$ cat src/rtl/load_store_unit.sv
`default_nettype none
// ============================================================================
//  Module   : load_store_unit
//  Brief    : Sub-word load/store front end for a word-addressed memory.
//             Checks op legality, alignment and range, extracts and extends
//             load data, and turns byte/half stores into read-modify-write.
//  Revision : 1.0 - initial release
// ============================================================================
module load_store_unit #(
    parameter int MEM_ADDR_BITS = 14
) (
    input  logic        clk,
    input  logic        reset,
    input  logic        req_valid,
    output logic        req_ready,
    input  logic        req_store,
    input  logic [2:0]  req_op,
    input  logic [31:0] req_addr,
    input  logic [31:0] req_wdata,
    output logic        resp_valid,
    output logic [31:0] resp_rdata,
    output logic        resp_err,
    output logic [31:0] mem_addr,
    output logic [31:0] mem_wdata,
    output logic        mem_wr_en,
    input  logic [31:0] mem_rdata
);

    typedef enum logic [2:0] {
        S_IDLE  = 3'd0,
        S_LOAD  = 3'd1,
        S_READ  = 3'd2,
        S_WRITE = 3'd3,
        S_RESP  = 3'd4
    } state_t;

    localparam logic [1:0] c_SIZE_BYTE = 2'b00;
    localparam logic [1:0] c_SIZE_HALF = 2'b01;
    localparam logic [1:0] c_SIZE_WORD = 2'b10;

    state_t      r_state;
    state_t      w_next_state;

    logic [31:0] r_addr_q;
    logic [2:0]  r_op_q;
    logic [15:0] r_wdata_q;
    logic [31:0] r_merge_q;
    logic [31:0] r_rdata_q;
    logic        r_err_q;

    logic        w_accept;
    logic        w_legal;
    logic        w_misaligned;
    logic        w_out_of_range;
    logic        w_req_err;
    logic [7:0]  w_byte;
    logic [15:0] w_half;
    logic [31:0] w_load_data;
    logic [31:0] w_merge_data;

    assign w_accept = req_valid && (r_state == S_IDLE);

    // Request checking: op legality depends on direction; range uses the full address.
    always_comb begin
        w_legal = 1'b0;
        case (req_op)
            3'b000, 3'b001, 3'b010: w_legal = 1'b1;
            3'b100, 3'b101:         w_legal = !req_store;
            default:                w_legal = 1'b0;
        endcase
        w_misaligned   = ((req_op[1:0] == c_SIZE_WORD) && (req_addr[1:0] != 2'b00)) ||
                         ((req_op[1:0] == c_SIZE_HALF) && req_addr[0]);
        w_out_of_range = |req_addr[31:MEM_ADDR_BITS];
        w_req_err      = !w_legal || w_misaligned || w_out_of_range;
    end

    // Lane extraction and store merge from the currently addressed memory word.
    always_comb begin
        w_byte       = mem_rdata[{r_addr_q[1:0], 3'b000} +: 8];
        w_half       = mem_rdata[{r_addr_q[1], 4'b0000} +: 16];
        w_load_data  = mem_rdata;
        w_merge_data = mem_rdata;
        case (r_op_q[1:0])
            c_SIZE_BYTE: begin
                w_load_data = {{24{!r_op_q[2] && w_byte[7]}}, w_byte};
                w_merge_data[{r_addr_q[1:0], 3'b000} +: 8] = r_wdata_q[7:0];
            end
            c_SIZE_HALF: begin
                w_load_data = {{16{!r_op_q[2] && w_half[15]}}, w_half};
                w_merge_data[{r_addr_q[1], 4'b0000} +: 16] = r_wdata_q;
            end
            default: begin
                w_load_data  = mem_rdata;
                w_merge_data = mem_rdata;
            end
        endcase
    end

    // Next-state selection for the request sequencer.
    always_comb begin
        w_next_state = r_state;
        case (r_state)
            S_IDLE: begin
                if (w_accept) begin
                    if (w_req_err)
                        w_next_state = S_RESP;
                    else if (!req_store)
                        w_next_state = S_LOAD;
                    else if (req_op[1:0] == c_SIZE_WORD)
                        w_next_state = S_WRITE;
                    else
                        w_next_state = S_READ;
                end
            end
            S_LOAD:  w_next_state = S_RESP;
            S_READ:  w_next_state = S_WRITE;
            S_WRITE: w_next_state = S_RESP;
            S_RESP:  w_next_state = S_IDLE;
            default: w_next_state = S_IDLE;
        endcase
    end

    // State register.
    always_ff @(posedge clk) begin
        if (reset)
            r_state <= S_IDLE;
        else
            r_state <= w_next_state;
    end

    // Datapath registers: request capture, load result and merged store word.
    always_ff @(posedge clk) begin
        if (reset) begin
            r_addr_q  <= '0;
            r_op_q    <= '0;
            r_wdata_q <= '0;
            r_merge_q <= '0;
            r_rdata_q <= '0;
            r_err_q   <= 1'b0;
        end else begin
            case (r_state)
                S_IDLE: begin
                    if (w_accept) begin
                        r_err_q   <= w_req_err;
                        r_rdata_q <= '0;
                        // Rejected requests leave the memory address untouched.
                        if (!w_req_err) begin
                            r_addr_q  <= req_addr;
                            r_op_q    <= req_op;
                            r_wdata_q <= req_wdata[15:0];
                            if (req_store && (req_op[1:0] == c_SIZE_WORD))
                                r_merge_q <= req_wdata;
                        end
                    end
                end
                S_LOAD:  r_rdata_q <= w_load_data;
                S_READ:  r_merge_q <= w_merge_data;
                default: ;
            endcase
        end
    end

    assign req_ready  = (r_state == S_IDLE);
    assign resp_valid = (r_state == S_RESP);
    assign resp_err   = (r_state == S_RESP) && r_err_q;
    assign resp_rdata = (r_state == S_RESP) ? r_rdata_q : 32'h0;
    assign mem_addr   = {r_addr_q[31:2], 2'b00};
    assign mem_wdata  = r_merge_q;
    // Reset gates the write strobe so an aborted store never commits.
    assign mem_wr_en  = (r_state == S_WRITE) && !reset;

endmodule
`default_nettype wire

$ cat config.mk
export PLATFORM = sky130hd
export DESIGN_NAME = load_store_unit
export DESIGN_NICKNAME = d
export VERILOG_FILES = /design/src/rtl/load_store_unit.sv
export SDC_FILE = /design/constraint.sdc
export NUM_CORES = 1
export LEC_CHECK = 0
export BUFFER_PORTS_ARGS = -buffer_cell sky130_fd_sc_hd__buf_2
export CELL_PAD_IN_SITES_DETAIL_PLACEMENT = 1
export CELL_PAD_IN_SITES_GLOBAL_PLACEMENT = 1
export CORE_MARGIN = 1.5
export CORE_UTILIZATION = 40
export DETAILED_ROUTE_END_ITERATION = 8
export GPL_TIMING_DRIVEN = 0
export PLACE_DENSITY = 0.83
export SYNTH_ARGS = -nofsm -noshare
export SYNTH_HDL_FRONTEND = slang
export SYNTH_SLANG_ARGS = --single-unit
$ cat constraint.sdc
create_clock -name clk -period 4.12 [get_ports clk]
set_input_delay 0.206 -clock clk [delete_from_list [all_inputs] [get_ports clk]]
set_output_delay 0.206 -clock clk [all_outputs]
set_load 0.05 [all_outputs]
======== Yosys cells after proc, flatten, opt, wreduce, memory -nomap -nowiden ========
Cells that the tools add are included.
storage, ports and cells
  register bits ........................... 119
  input bits .............................. 103
  word-level logic and storage cells ...... 76
  output and inout port bits .............. 100
cells by class
  bitwise operators ....................... 1
  shift operators ......................... 6
  $add $sub $neg .......................... 2
  mux-type cells .......................... 17
  equality and inequality tests ........... 14
  reduce and logical (&&, ||, !) cells .... 29
operator list
  kind                     count
  $pmux 32 s2              4
  $mux 32                  5
  $bwmux 32                2
  $shift 16x7->32 const A  1
  $shift 8x7->32 const A   1
  $shiftx 16x7->32         1
  $shiftx 32x6->16         1
  $shiftx 32x6->8          1
  $shiftx 8x7->32          1
  $reduce_or 18->1         1
  $neg 5->7                2
  $eq 3x2->1 const B       3
  $eq 3x3->1 const B       3
  $pmux 3 s3               1
  $logic_and 1x1->1        8
  $eq 3x1->1 const B       2
  $logic_not 3->1          2
  $mux 3                   2
  $reduce_bool 2->1        3
  $eq 2x1->1 const B       2
  $logic_not 1->1          4
  $ne 2x1->1 const B       2
  $reduce_and 2->1         2
  $reduce_and 4->1         1
  other kinds (11)         14

======== Longest topological paths before layout ========
Gate-level depths: netlist of run 1.
  depth in word-level cells ............... 9
  depth in mapped cells ................... 9

======== Worst setup path before layout of run 1 ========
Ideal clock, no wire load.
  path kind ............................... register to register
  from .................................... reg r_addr_q[1]
  to ...................................... reg r_merge_q[0], in the netlist mem_wdata[0]
  setup slack ............................. 1.715 ns
  arrival ................................. 2.304 ns
  data required time ...................... 4.019 ns
  library setup time ...................... 0.101 ns
  period minus slack after synthesis ...... 2.405 ns
  cell stages (with the launch flop) ...... 8
  cell sequence ........................... dfxtp_1 clkbuf_1 inv_2 ha_1 or3_1 a21oi_1 a221oi_1 o41ai_1
on the way
  word-level cells in the longest chain between the ends .. 5
RTL lines
  item                                            line    text
  start, declared                                 44      logic [31:0] r_addr_q;
  start signal, assigned                          148     r_addr_q <= req_addr;
  $neg 5->7, on equally long branches             90, 86
  $shiftx 16x7->32, or another cell as far along  90      w_merge_data[{r_addr_q[1], 4'b0000} +: 16] = r_wdata_q;
  $bwmux 32, on equally long branches             90, 86
  $pmux 32 s2 *                                   83      case (r_op_q[1:0])
  $pmux 32 s2 *                                   141     case (r_state)
  end signal, assigned                            152     r_merge_q <= req_wdata;
  end signal, assigned                            157     S_READ: r_merge_q <= w_merge_data;
  end, declared                                   47      logic [31:0] r_merge_q;
Mark *: on every way between the ends. The rest lies on a longest branch, timed or not.
A chain may end at the register's enable or synchronous reset.

======== Final worst setup path of run 1 ========
  from .................................... reg r_addr_q[1]
  to ...................................... reg r_merge_q[4], in the netlist mem_wdata[4]
Same word-level chain as after synthesis.

==> flow_metrics.env, run 1 <==
export IMPL_outcome="finished clean"
export IMPL_period_share_pct=75.86
export IMPL_post_cts_buffers=0
export IMPL_syn_area_um2=6744
export IMPL_dieWidth_um=132.8
export IMPL_drive_gt1_share_pct=29.70
export IMPL_first_pass_iters=5
export IMPL_instances_no_fill=1237
export IMPL_initial_core_util_pct=40.81
export IMPL_grt_ovfl_total=0
export IMPL_post_drt_wl_per_cell_um=20.26
export IMPL_synth_area_leader_cell="dfxtp_1"
export IMPL_die_area_um2=17650
export IMPL_synth_top_cell_area_share_pct=35.32
export IMPL_vias_per_cell=5.510
export IMPL_start_kind="register"
export IMPL_n_antenna_cell=0
export IMPL_hold_class="in -> reg"
export IMPL_p_leak_nw=3.747
export IMPL_power_density_nw_per_um2=321.2
export IMPL_syn2layout_area_growth_pct=27.09
export IMPL_antenna_found_initial=0
export IMPL_grt_use_total_pct=28.81
export IMPL_drc=0
export IMPL_grt_start_max_net_pins=17
export IMPL_grt_setup_unrepaired="false"
export IMPL_clkLatencyLatePin_ps=430
export IMPL_cts_sinks=119
export IMPL_synthCells=785
export IMPL_maxSlewHeadroom_pct=37.34
export IMPL_yosysMostFrequentCell="dfxtp_1"
export IMPL_grt_pass1_wl_um=38990
export IMPL_worst_ep_arrival_time_ps=3440
export IMPL_fmax_mhz=320.0
export IMPL_cts_tree="done"
export IMPL_maxCapViolations=0
export IMPL_dp_hpwl_um=19100
export IMPL_clk_pin_slew_worst_paths_ps=60
export IMPL_synth_async_reset_ratio_pct=0
export IMPL_synth_area_leaders="dfxtp_1 35%, mux2i_1 7.1%, nor2_1 5.8%"
export IMPL_setup_viol=0
export IMPL_crit_required_ps=4430
export IMPL_synth_area_per_cell_um2=8.591
export IMPL_cts_hold_buf=0
export IMPL_drv_slew=0
export IMPL_worst_slew_pin_slew_ps=933.6
export IMPL_critPathCaptureType="register"
export IMPL_yosysWarnings=0
export IMPL_cts_resized=0
export IMPL_fin_nets=1113
export IMPL_cts_root_buffer="clkbuf_16"
export IMPL_fin_skew_ps=14.21
export IMPL_synth_top_flop_cell="dfxtp_1"
export IMPL_ys_seq_area_share_pct=35.32
export IMPL_synth_seq_cells=119
export IMPL_ir_drop_v=0.0002574
export IMPL_dpl_cell_count=1206
export IMPL_ys_top_cells_by_count="119 x dfxtp_1, 104 x nor2_1, 58 x and2_1"
export IMPL_ant_nets=0
export IMPL_core_area_um2=16520
export IMPL_pin_count=203
export IMPL_drt_wl_total_um=25060
export IMPL_cp_max_fo=12
export IMPL_cts_path_max_buffers=2
export IMPL_ys_types=49
export IMPL_num_rows=47
export IMPL_worst_setup_path_type="reg -> reg"
export IMPL_hold_violations=0
export IMPL_grt_pass1_vias=6989
export IMPL_synth_edf_count=0
export IMPL_gp_congestion=0.8878
export IMPL_vias=6816
export IMPL_io_buffer_count=200
export IMPL_die_y_um=132.8
export IMPL_r2r_slack_ps=990
export IMPL_drt_iter0_drc=333
export IMPL_htreeDepth=4
export IMPL_numCtsBuffers=17
export IMPL_finalWorstPathRequiredPeriod_ps=3125
export IMPL_tns_ps=0
final timing paths:
path | from | to | cells after the start
max | r_addr_q[1]$_SDFFE_PP0P_ | mem_wdata[4]$_SDFFE_PP0P_ | 7
min | req_addr[13] | r_addr_q[13]$_SDFFE_PP0P_ | 3
max reg2reg | r_addr_q[1]$_SDFFE_PP0P_ | mem_wdata[4]$_SDFFE_PP0P_ | 7
min reg2reg | r_rdata_q[18]$_SDFFE_PP0P_ | r_rdata_q[18]$_SDFFE_PP0P_ | 2
per-stage QoR:
stage | power [mW] | util (%) | hold slack, ps | area (um^2) | setup slack, ps
after floorplan | 1.267 | - | 353.2 | 6748 | 1715
after global placement | 1.374 | 48.56 | 425.6 | 8024 | 1108
after detailed placement | 1.378 | 48.56 | 435.5 | 8024 | 1089
after CTS | 2.766 | 51.84 | 11.86 | 8566 | 931.5
after global routing | 2.826 | 51.87 | 18.34 | 8571 | 808.2
final | 2.753 | 51.87 | 19.23 | 8571 | 994.6
state kept, by name, indices dropped and copies added, names as in the netlist:
name and cells:
r_addr_q 32, r_err_q 1, r_rdata_q 32, r_wdata_q 16, mem_wdata 32, r_state 3, r_op_q 3
final cells by class:
class | instances | area (um^2)
sequential | 119 | 2382
multi-input combinational | 565 | 3822
timing repair buffer | 200 | 1001
fill | 2087 | 7954
clock inverter | 9 | 77.57
inverter | 6 | 22.52
tap | 220 | 275.3
buffer | 96 | 525.5
clock buffer | 22 | 464.2
cell usage in the layout (no fill, tap or decap), types with 4 or more instances in the layout:
cell       Yosys  routed
buf_2          6     206
dfxtp_1      119     119
nor2_1       104     104
and2_1        58      58
clkbuf_1      49      52
o21ai_0       50      50
mux2i_1       48      48
nand2_1       47      47
nor2b_1       43      43
a21oi_1       42      42
buf_4         32      32
nand4b_1      25      25
o41ai_2       22      22
nand2b_1      20      20
clkbuf_16      0      17
o2111a_1      16      16
a221oi_1       9       9
a211oi_1       8       8
a32o_1         8       8
a22o_1         8       8
a221o_1        8       8
o221ai_1       7       7
buf_6          5       5
inv_1          5       5
nor4_1         5       5
ha_1           5       5
clkinv_2       0       5
buf_1          4       4
routing by layer:
metal	wire length (um)	vias to the layer above	global-route usage, %	part of all wire [%]
li1	-	3209	-	-
met1	10480	3285	34.59	42
met2	11600	267	46.96	46
met3	1956	55	8.276	7.8
met4	1017	0	14.71	4.1
met5	0	-	0	0
report_power, final:
part | switching [mW] | internal, mW
logic | 0.129 | 0.0745
clock network | 0.546 | 0.850
registers | 0.000397 | 1.15
logic make-up after synthesis:
| logic type | count (synthesis) | synth area share [%] |
|---|---|---|
| fa+ha+maj | 5 | 0.9276 |
| simple gates | 320 | 25.66 |
| compound gates | 188 | 22.28 |
| mux | 50 | 7.625 |
| buf+inv | 102 | 8.126 |
| other cells | 1 | 0.05561 |
| flops | 119 | 35.32 |
critical path, cell delays in order, from the launching register on:
cell and delay, ps:
dfxtp_1 480, clkbuf_1 440, inv_2 230, ha_1 380, or3_1 360, a21oi_1 480, a221oi_1 280, o41ai_2 360
Power figures use the tool's default switching activity.
==> run 2: changes to the inputs <==
--- a/config.mk
+++ b/config.mk
@@ -9,10 +9,10 @@
 export CELL_PAD_IN_SITES_DETAIL_PLACEMENT = 1
 export CELL_PAD_IN_SITES_GLOBAL_PLACEMENT = 1
 export CORE_MARGIN = 1.5
-export CORE_UTILIZATION = 40
+export CORE_UTILIZATION = 38
 export DETAILED_ROUTE_END_ITERATION = 8
 export GPL_TIMING_DRIVEN = 0
-export PLACE_DENSITY = 0.83
+export PLACE_DENSITY = 0.79
 export SYNTH_ARGS = -nofsm -noshare
 export SYNTH_HDL_FRONTEND = slang
 export SYNTH_SLANG_ARGS = --single-unit
==> constraint.sdc (replaced) <==
create_clock -name clk -period 3.1 [get_ports clk]
set_input_delay 0.155 -clock clk [delete_from_list [all_inputs] [get_ports clk]]
set_output_delay 0.155 -clock clk [all_outputs]
set_load 0.05 [all_outputs]
==> run 2 against run 1 <==
First-iteration DRC count up 44%; cell count up 1.7%; flip-flop and latch count did not move; clock power up 43%; clock-buffer cell count down 5; combinational power grew 40%; design area rose by 2.5%; utilization fell by 1.1 points; routed wire length shrank 0.85%.
==> flow_metrics.env, run 2 (synthesis gave the netlist of run 1 again) <==
export IMPL_intPower_mw=2.841
export IMPL_worst_slew_pin_slew_ps=1015
export IMPL_drive_gt1_share_pct=29.82
export IMPL_post_drt_wl_per_cell_um=19.75
export IMPL_fmax_mhz=345.8
export IMPL_syn2layout_area_growth_pct=30.26
export IMPL_worst_ep_arrival_time_ps=3210
export IMPL_power_density_nw_per_um2=434.0
export IMPL_finalWorstPathRequiredPeriod_ps=2892
export IMPL_hold_violations=0
export IMPL_layout_common_cells="206 x buf_2, 119 x dfxtp_1, 104 x nor2_1"
export IMPL_gp_congestion=0.9267
export IMPL_worst_setup_path_type="reg -> reg"
export IMPL_p_seq_share_pct=40.2
export IMPL_vias=6911
export IMPL_ant_nets=0
export IMPL_whs_path_depth=3
export IMPL_crit_required_ps=3410
export IMPL_path_depth=8
export IMPL_switchingPower_uw=972.0
export IMPL_fin_area_um2=8785
export IMPL_maxSlewHeadroom_pct=32.21
export IMPL_vias_per_cell=5.494
export IMPL_grt_use_total_pct=27.28
export IMPL_path_delay_family="buffers and inverters"
export IMPL_final_common_cell="buf_2"
export IMPL_dpl_cell_count=1211
export IMPL_placed_cell_area_um2=8030
export IMPL_hold_ws_ps=7.691
export IMPL_cts_path_max_buffers=2
export IMPL_first_pass_iters=5
export IMPL_dp_hpwl_um=18530
export IMPL_io_buffer_count=200
export IMPL_fill_cells=2157
export IMPL_hold_class="in -> reg"
export IMPL_instances_no_fill=1258
export IMPL_outcome="finished clean"
export IMPL_wl_met2_um=11830
export IMPL_met3_length_um=1517
export IMPL_setup_viol=0
export IMPL_pin_count=203
export IMPL_p_leak_nw=3.838
export IMPL_combPwrFrac_pct=7.5
export IMPL_clkLatencyLatePin_ps=430
export IMPL_grt_ovfl_total=0
export IMPL_core_area_um2=17300
export IMPL_cp_max_fo=12
export IMPL_pwr_share_clk_pct=52.4
export IMPL_cts_sinks=119
export IMPL_path_buf_inv=3
export IMPL_initial_core_util_pct=38.99
export IMPL_cp_cell_sequence="clkbuf_2 -> inv_2 -> ha_1 -> nor4bb_1 -> clkbuf_1 -> a21oi_1 -> o2111a_1 -> o41ai_2"
export IMPL_dieWidth_um=136.2
export IMPL_maxCapViolations=0
export IMPL_slowest_delay_ps=480
export IMPL_n_antenna_cell=0
export IMPL_tns_ps=0
export IMPL_numCtsBuffers=17
export IMPL_die_area_um2=18560
export IMPL_post_cts_buffers=0
export IMPL_period_share_pct=93.28
export IMPL_grt_pass1_vias=7163
export IMPL_power_mw=3.813
export IMPL_clk_pin_slew_worst_paths_ps=60
export IMPL_num_rows=48
export IMPL_drt_met1_wl_um=10770
export IMPL_cts_tree="done"
export IMPL_htreeDepth=4
export IMPL_top_layer="met4"
export IMPL_grt_pass1_wl_um=38870
export IMPL_antenna_found_initial=0
export IMPL_ir_drop_v=0.0003752
export IMPL_crit_path_top_delay_cell="dfxtp_1"
export IMPL_drt_iter0_drc=478
export IMPL_fin_nets=1128
export IMPL_grt_setup_unrepaired="false"
export IMPL_start_kind="register"
export IMPL_switching_share_pct=25.49
export IMPL_r2r_cells=8
export IMPL_fin_skew_ps=14.46
export IMPL_die_y_um=136.2
export IMPL_critPathCaptureType="register"
export IMPL_drv_slew=0
export IMPL_drt_wl_total_um=24850
export IMPL_drc=0
export IMPL_grt_start_max_net_pins=17
export IMPL_cts_root_buffer="clkbuf_16"
-- run 2: worst paths after layout --
kind	start	slack [ps]	endpoint
worst min-delay path	req_wdata[1]	8	r_wdata_q[1]$_SDFFE_PP0P_
worst min register to register	r_rdata_q[21]$_SDFFE_PP0P_	450	r_rdata_q[21]$_SDFFE_PP0P_
worst max-delay path	r_addr_q[1]$_SDFFE_PP0P_	210	mem_wdata[17]$_SDFFE_PP0P_
worst max register to register	r_addr_q[1]$_SDFFE_PP0P_	210	mem_wdata[17]$_SDFFE_PP0P_
-- run 2: timing repair --
item	CTS	global route
setup endpoints to repair	6	23
hold endpoints to repair	15	0
pin swaps	0	0
hold buffers	15	0
resized for setup	2	4
-- run 2: stage by stage --
step | util, % | setup slack (ps)
6_report | 50.79 | 208.4
3_5_place_dp | 46.43 | 19.59
4_1_cts | 50.77 | 16.75
5_1_grt | 50.79 | 20.30
3_3_place_gp | 46.43 | 34.77
2_1_floorplan | - | 695.4
-- run 2: layer usage --
layer	up-vias	GRT usage, %
li1	3256	-
met1	3340	34.91
met2	269	46.10
met3	46	4.139
met4	0	10.52
met5	-	0
-- run 2: layout make-up --
class                      instances  area (um^2)  area share [%]
multi-input combinational        565         3830           43.60
sequential                       119         2382           27.12
timing repair buffer             215         1151           13.10
buffer                            96        528.0           6.011
clock buffer                      17        425.4           4.843
tap                              225        281.5           3.205
clock inverter                    15        163.9           1.866
inverter                           6        22.52          0.2564
-- run 2: power by group through the flow --
stage | clock network [mW] | registers (mW) | logic (mW)
CTS | 2.02 | 1.53 | 0.280
detailed placement | 0 | 1.57 | 0.263
global route | 2.09 | 1.53 | 0.307
floorplan | 0 | 1.57 | 0.119
global placement | 0 | 1.57 | 0.259
finish | 2.00 | 1.53 | 0.285
-- run 2: worst register-to-register path: stages (launching register included) --
cell	delay, ps
dfxtp_1	480
clkbuf_2	330
inv_2	180
ha_1	410
nor4bb_1	300
clkbuf_1	350
a21oi_1	120
o2111a_1	300
o41ai_2	320
==> run 3: changes to the inputs <==
--- a/config.mk
+++ b/config.mk
@@ -13,6 +13,7 @@
 export DETAILED_ROUTE_END_ITERATION = 8
 export GPL_TIMING_DRIVEN = 0
 export PLACE_DENSITY = 0.79
+export SETUP_SLACK_MARGIN = 0.4
 export SYNTH_ARGS = -nofsm -noshare
 export SYNTH_HDL_FRONTEND = slang
 export SYNTH_SLANG_ARGS = --single-unit
==> run 3 against run 2 <==
The flow now finishes with violations (hold timing); non-clock buffer count is the same; sequential share of layout area shrank 0.074 points; utilization grew 0.17 points; critical path depth grew 1; sequential power is essentially flat; flip-flop and latch count is the same; fmax grew 14%; clock power is essentially flat; hold slack lost 8.5 ps; routed wire length grew 0.43%; critical path type unchanged; critical endpoint unchanged; largest cell class unchanged; highest routed layer unchanged.
==> flow_metrics.env, run 3 (synthesis gave the netlist of run 1 again) <==
export IMPL_drt_wl_total_um=24950
export IMPL_n_antenna_cell=0
export IMPL_grt_pass1_vias=7175
export IMPL_critPathCaptureType="register"
export IMPL_fmax_mhz=394.0
export IMPL_maxCapViolations=0
export IMPL_hp_start="req_wdata[1]"
export IMPL_r2r_slack_ps=560
export IMPL_vias=6937
export IMPL_power_mw=3.819
export IMPL_outcome="complete, but fails checks"
export IMPL_multi_input_area_um2=3851
export IMPL_initial_core_util_pct=38.99
export IMPL_drt_iter0_drc=478
export IMPL_numCtsBuffers=17
export IMPL_crit_path_top_delay_cell="or4_1"
export IMPL_r2r_start="r_state[2]$_SDFFE_PP0P_"
export IMPL_cts_sinks=119
export IMPL_pwr_share_clk_pct=52.4
export IMPL_switchingPower_uw=978.2
export IMPL_finalWorstPathRequiredPeriod_ps=2538
export IMPL_io_buffer_count=200
export IMPL_die_y_um=136.2
export IMPL_r2r_end="mem_wdata[17]$_SDFFE_PP0P_"
export IMPL_pin_count=203
export IMPL_setup_viol=0
export IMPL_grt_setup_unrepaired="true"
export IMPL_cp_cell_sequence="buf_2 -> nor4b_2 -> nand4b_1 -> or4_1 -> buf_2 -> and2_4 -> buf_6 -> buf_6 -> o41ai_2"
export IMPL_cts_path_max_buffers=2
export IMPL_fill_cells=2149
export IMPL_p_leak_nw=3.847
export IMPL_vias_per_cell=5.514
export IMPL_dp_hpwl_um=18530
export IMPL_fin_util_pct=50.95
export IMPL_fin_area_um2=8813
export IMPL_clk_pin_slew_worst_paths_ps=60
export IMPL_placed_cell_area_um2=8030
export IMPL_crit_required_ps=3420
export IMPL_met1_usage_pct=34.96
export IMPL_hold_class="in -> reg"
export IMPL_die_area_um2=18560
export IMPL_ir_drop_v=0.0003968
export IMPL_cts_root_buffer="clkbuf_16"
export IMPL_switching_share_pct=25.62
export IMPL_layout_common_cells="206 x buf_2, 118 x dfxtp_1, 104 x nor2_1"
export IMPL_instances_no_fill=1258
export IMPL_drc=0
export IMPL_drive_gt1_share_pct=30.30
export IMPL_r2r_cells=9
export IMPL_worst_setup_path_type="reg -> reg"
export IMPL_fin_skew_ps=13.42
export IMPL_cp_max_fo=10
export IMPL_maxSlewHeadroom_pct=48.35
export IMPL_whs_endpoint="r_wdata_q[1]$_SDFFE_PP0P_"
export IMPL_post_drt_wl_per_cell_um=19.84
export IMPL_slowest_delay_ps=410
export IMPL_hold_violations=1
export IMPL_gp_congestion=0.9267
export IMPL_intPower_mw=2.841
export IMPL_final_common_cell="buf_2"
export IMPL_start_kind="register"
export IMPL_worst_ep_arrival_time_ps=2860
export IMPL_worst_slew_pin_slew_ps=769.6
export IMPL_busiest_layer="met2"
export IMPL_ff_latch_area_um2=2384
export IMPL_grt_start_max_net_pins=17
export IMPL_first_pass_iters=5
export IMPL_cp_startpoint="r_state[2]$_SDFFE_PP0P_"
export IMPL_met3_usage_pct=5.444
export IMPL_p_seq_share_pct=40.1
export IMPL_ant_nets=0
export IMPL_clkLatencyLatePin_ps=430
export IMPL_grt_ovfl_total=0
export IMPL_dieWidth_um=136.2
export IMPL_drv_slew=0
export IMPL_whs_path_depth=3
export IMPL_cts_tree="done"
export IMPL_violations="hold timing"
export IMPL_hold_ws_ps=-0.7618
export IMPL_post_cts_buffers=0
export IMPL_fin_nets=1128
export IMPL_dpl_cell_count=1211
export IMPL_grt_pass1_wl_um=38880
export IMPL_period_share_pct=81.88
export IMPL_combPwrFrac_pct=7.4
export IMPL_power_density_nw_per_um2=433.3
export IMPL_num_rows=48
export IMPL_syn2layout_area_growth_pct=30.69
export IMPL_htreeDepth=4
export IMPL_met2_usage_pct=46.13
export IMPL_grt_use_total_pct=27.44
export IMPL_core_area_um2=17300
export IMPL_tns_ps=0
export IMPL_antenna_found_initial=0
-- run 3: worst max-delay path by stage --
stage,endpoint,slack [ps],depth (start not counted)
after floorplan,mem_wdata[0]$_SDFFE_PP0P_,700,7
after detailed placement,mem_wdata[0]$_SDFFE_PP0P_,20,7
after CTS,mem_wdata[17]$_SDFFE_PP0P_,430,8
final,mem_wdata[17]$_SDFFE_PP0P_,560,9
after global routing,mem_wdata[17]$_SDFFE_PP0P_,400,9
after global placement,mem_wdata[28]$_SDFFE_PP0P_,30,7
-- run 3: power by group through the flow --
stage | clock network, mW | registers (mW) | logic (mW)
final | 2.00 | 1.53 | 0.284
after global placement | 0 | 1.57 | 0.259
after detailed placement | 0 | 1.57 | 0.263
after floorplan | 0 | 1.57 | 0.119
after CTS | 2.02 | 1.53 | 0.280
after global routing | 2.10 | 1.53 | 0.307
-- run 3: metal layers --
layer  vias to the layer above  part of all wire (%)  routed length [um]
met4                         0                   2.8                 705
met1                      3375                    43               10770
met2                       265                    47               11840
met3                        49                   6.6                1636
li1                       3248                     -                   -
met5                         -                     0                   0
-- run 3: metrics by stage --
step | hold WS, ps | setup slack (ps)
after floorplan | 302.2 | 695.4
after global placement | 393.4 | 34.77
after detailed placement | 404.7 | 19.59
after CTS | 2.232 | 434.3
after global routing | 6.566 | 395.5
final | -0.7618 | 561.8
-- run 3: area by class of cell --
class                           instances  share of cell area [%]
Buffer                                 96                   6.062
Tap cell                              225                   3.194
Timing Repair Buffer                  215                   13.06
Sequential cell                       119                   27.04
Clock inverter                         15                   1.860
Multi-Input combinational cell        565                   43.70
Clock buffer                           17                   4.827
Inverter                                6                  0.2555
-- run 3: worst max-delay path, delay by kind of cell (launching register included) --
kind | cells | cell delay (ps)
DFF | 1 | 290
and+or+nand+nor | 4 | 1120
buffers and inverters | 4 | 650
AOI/OAI and AO/OA | 1 | 340
-- run 3: timing repair --
| action | 4_1_cts | 5_1_grt |
|---|---|---|
| hold buffers | 15 | 0 |
| pin swaps | 0 | 1 |
| setup endpoints to repair | 58 | 38 |
| endpoints found under the hold margin | 15 | 0 |
| gates resized for setup | 8 | 5 |
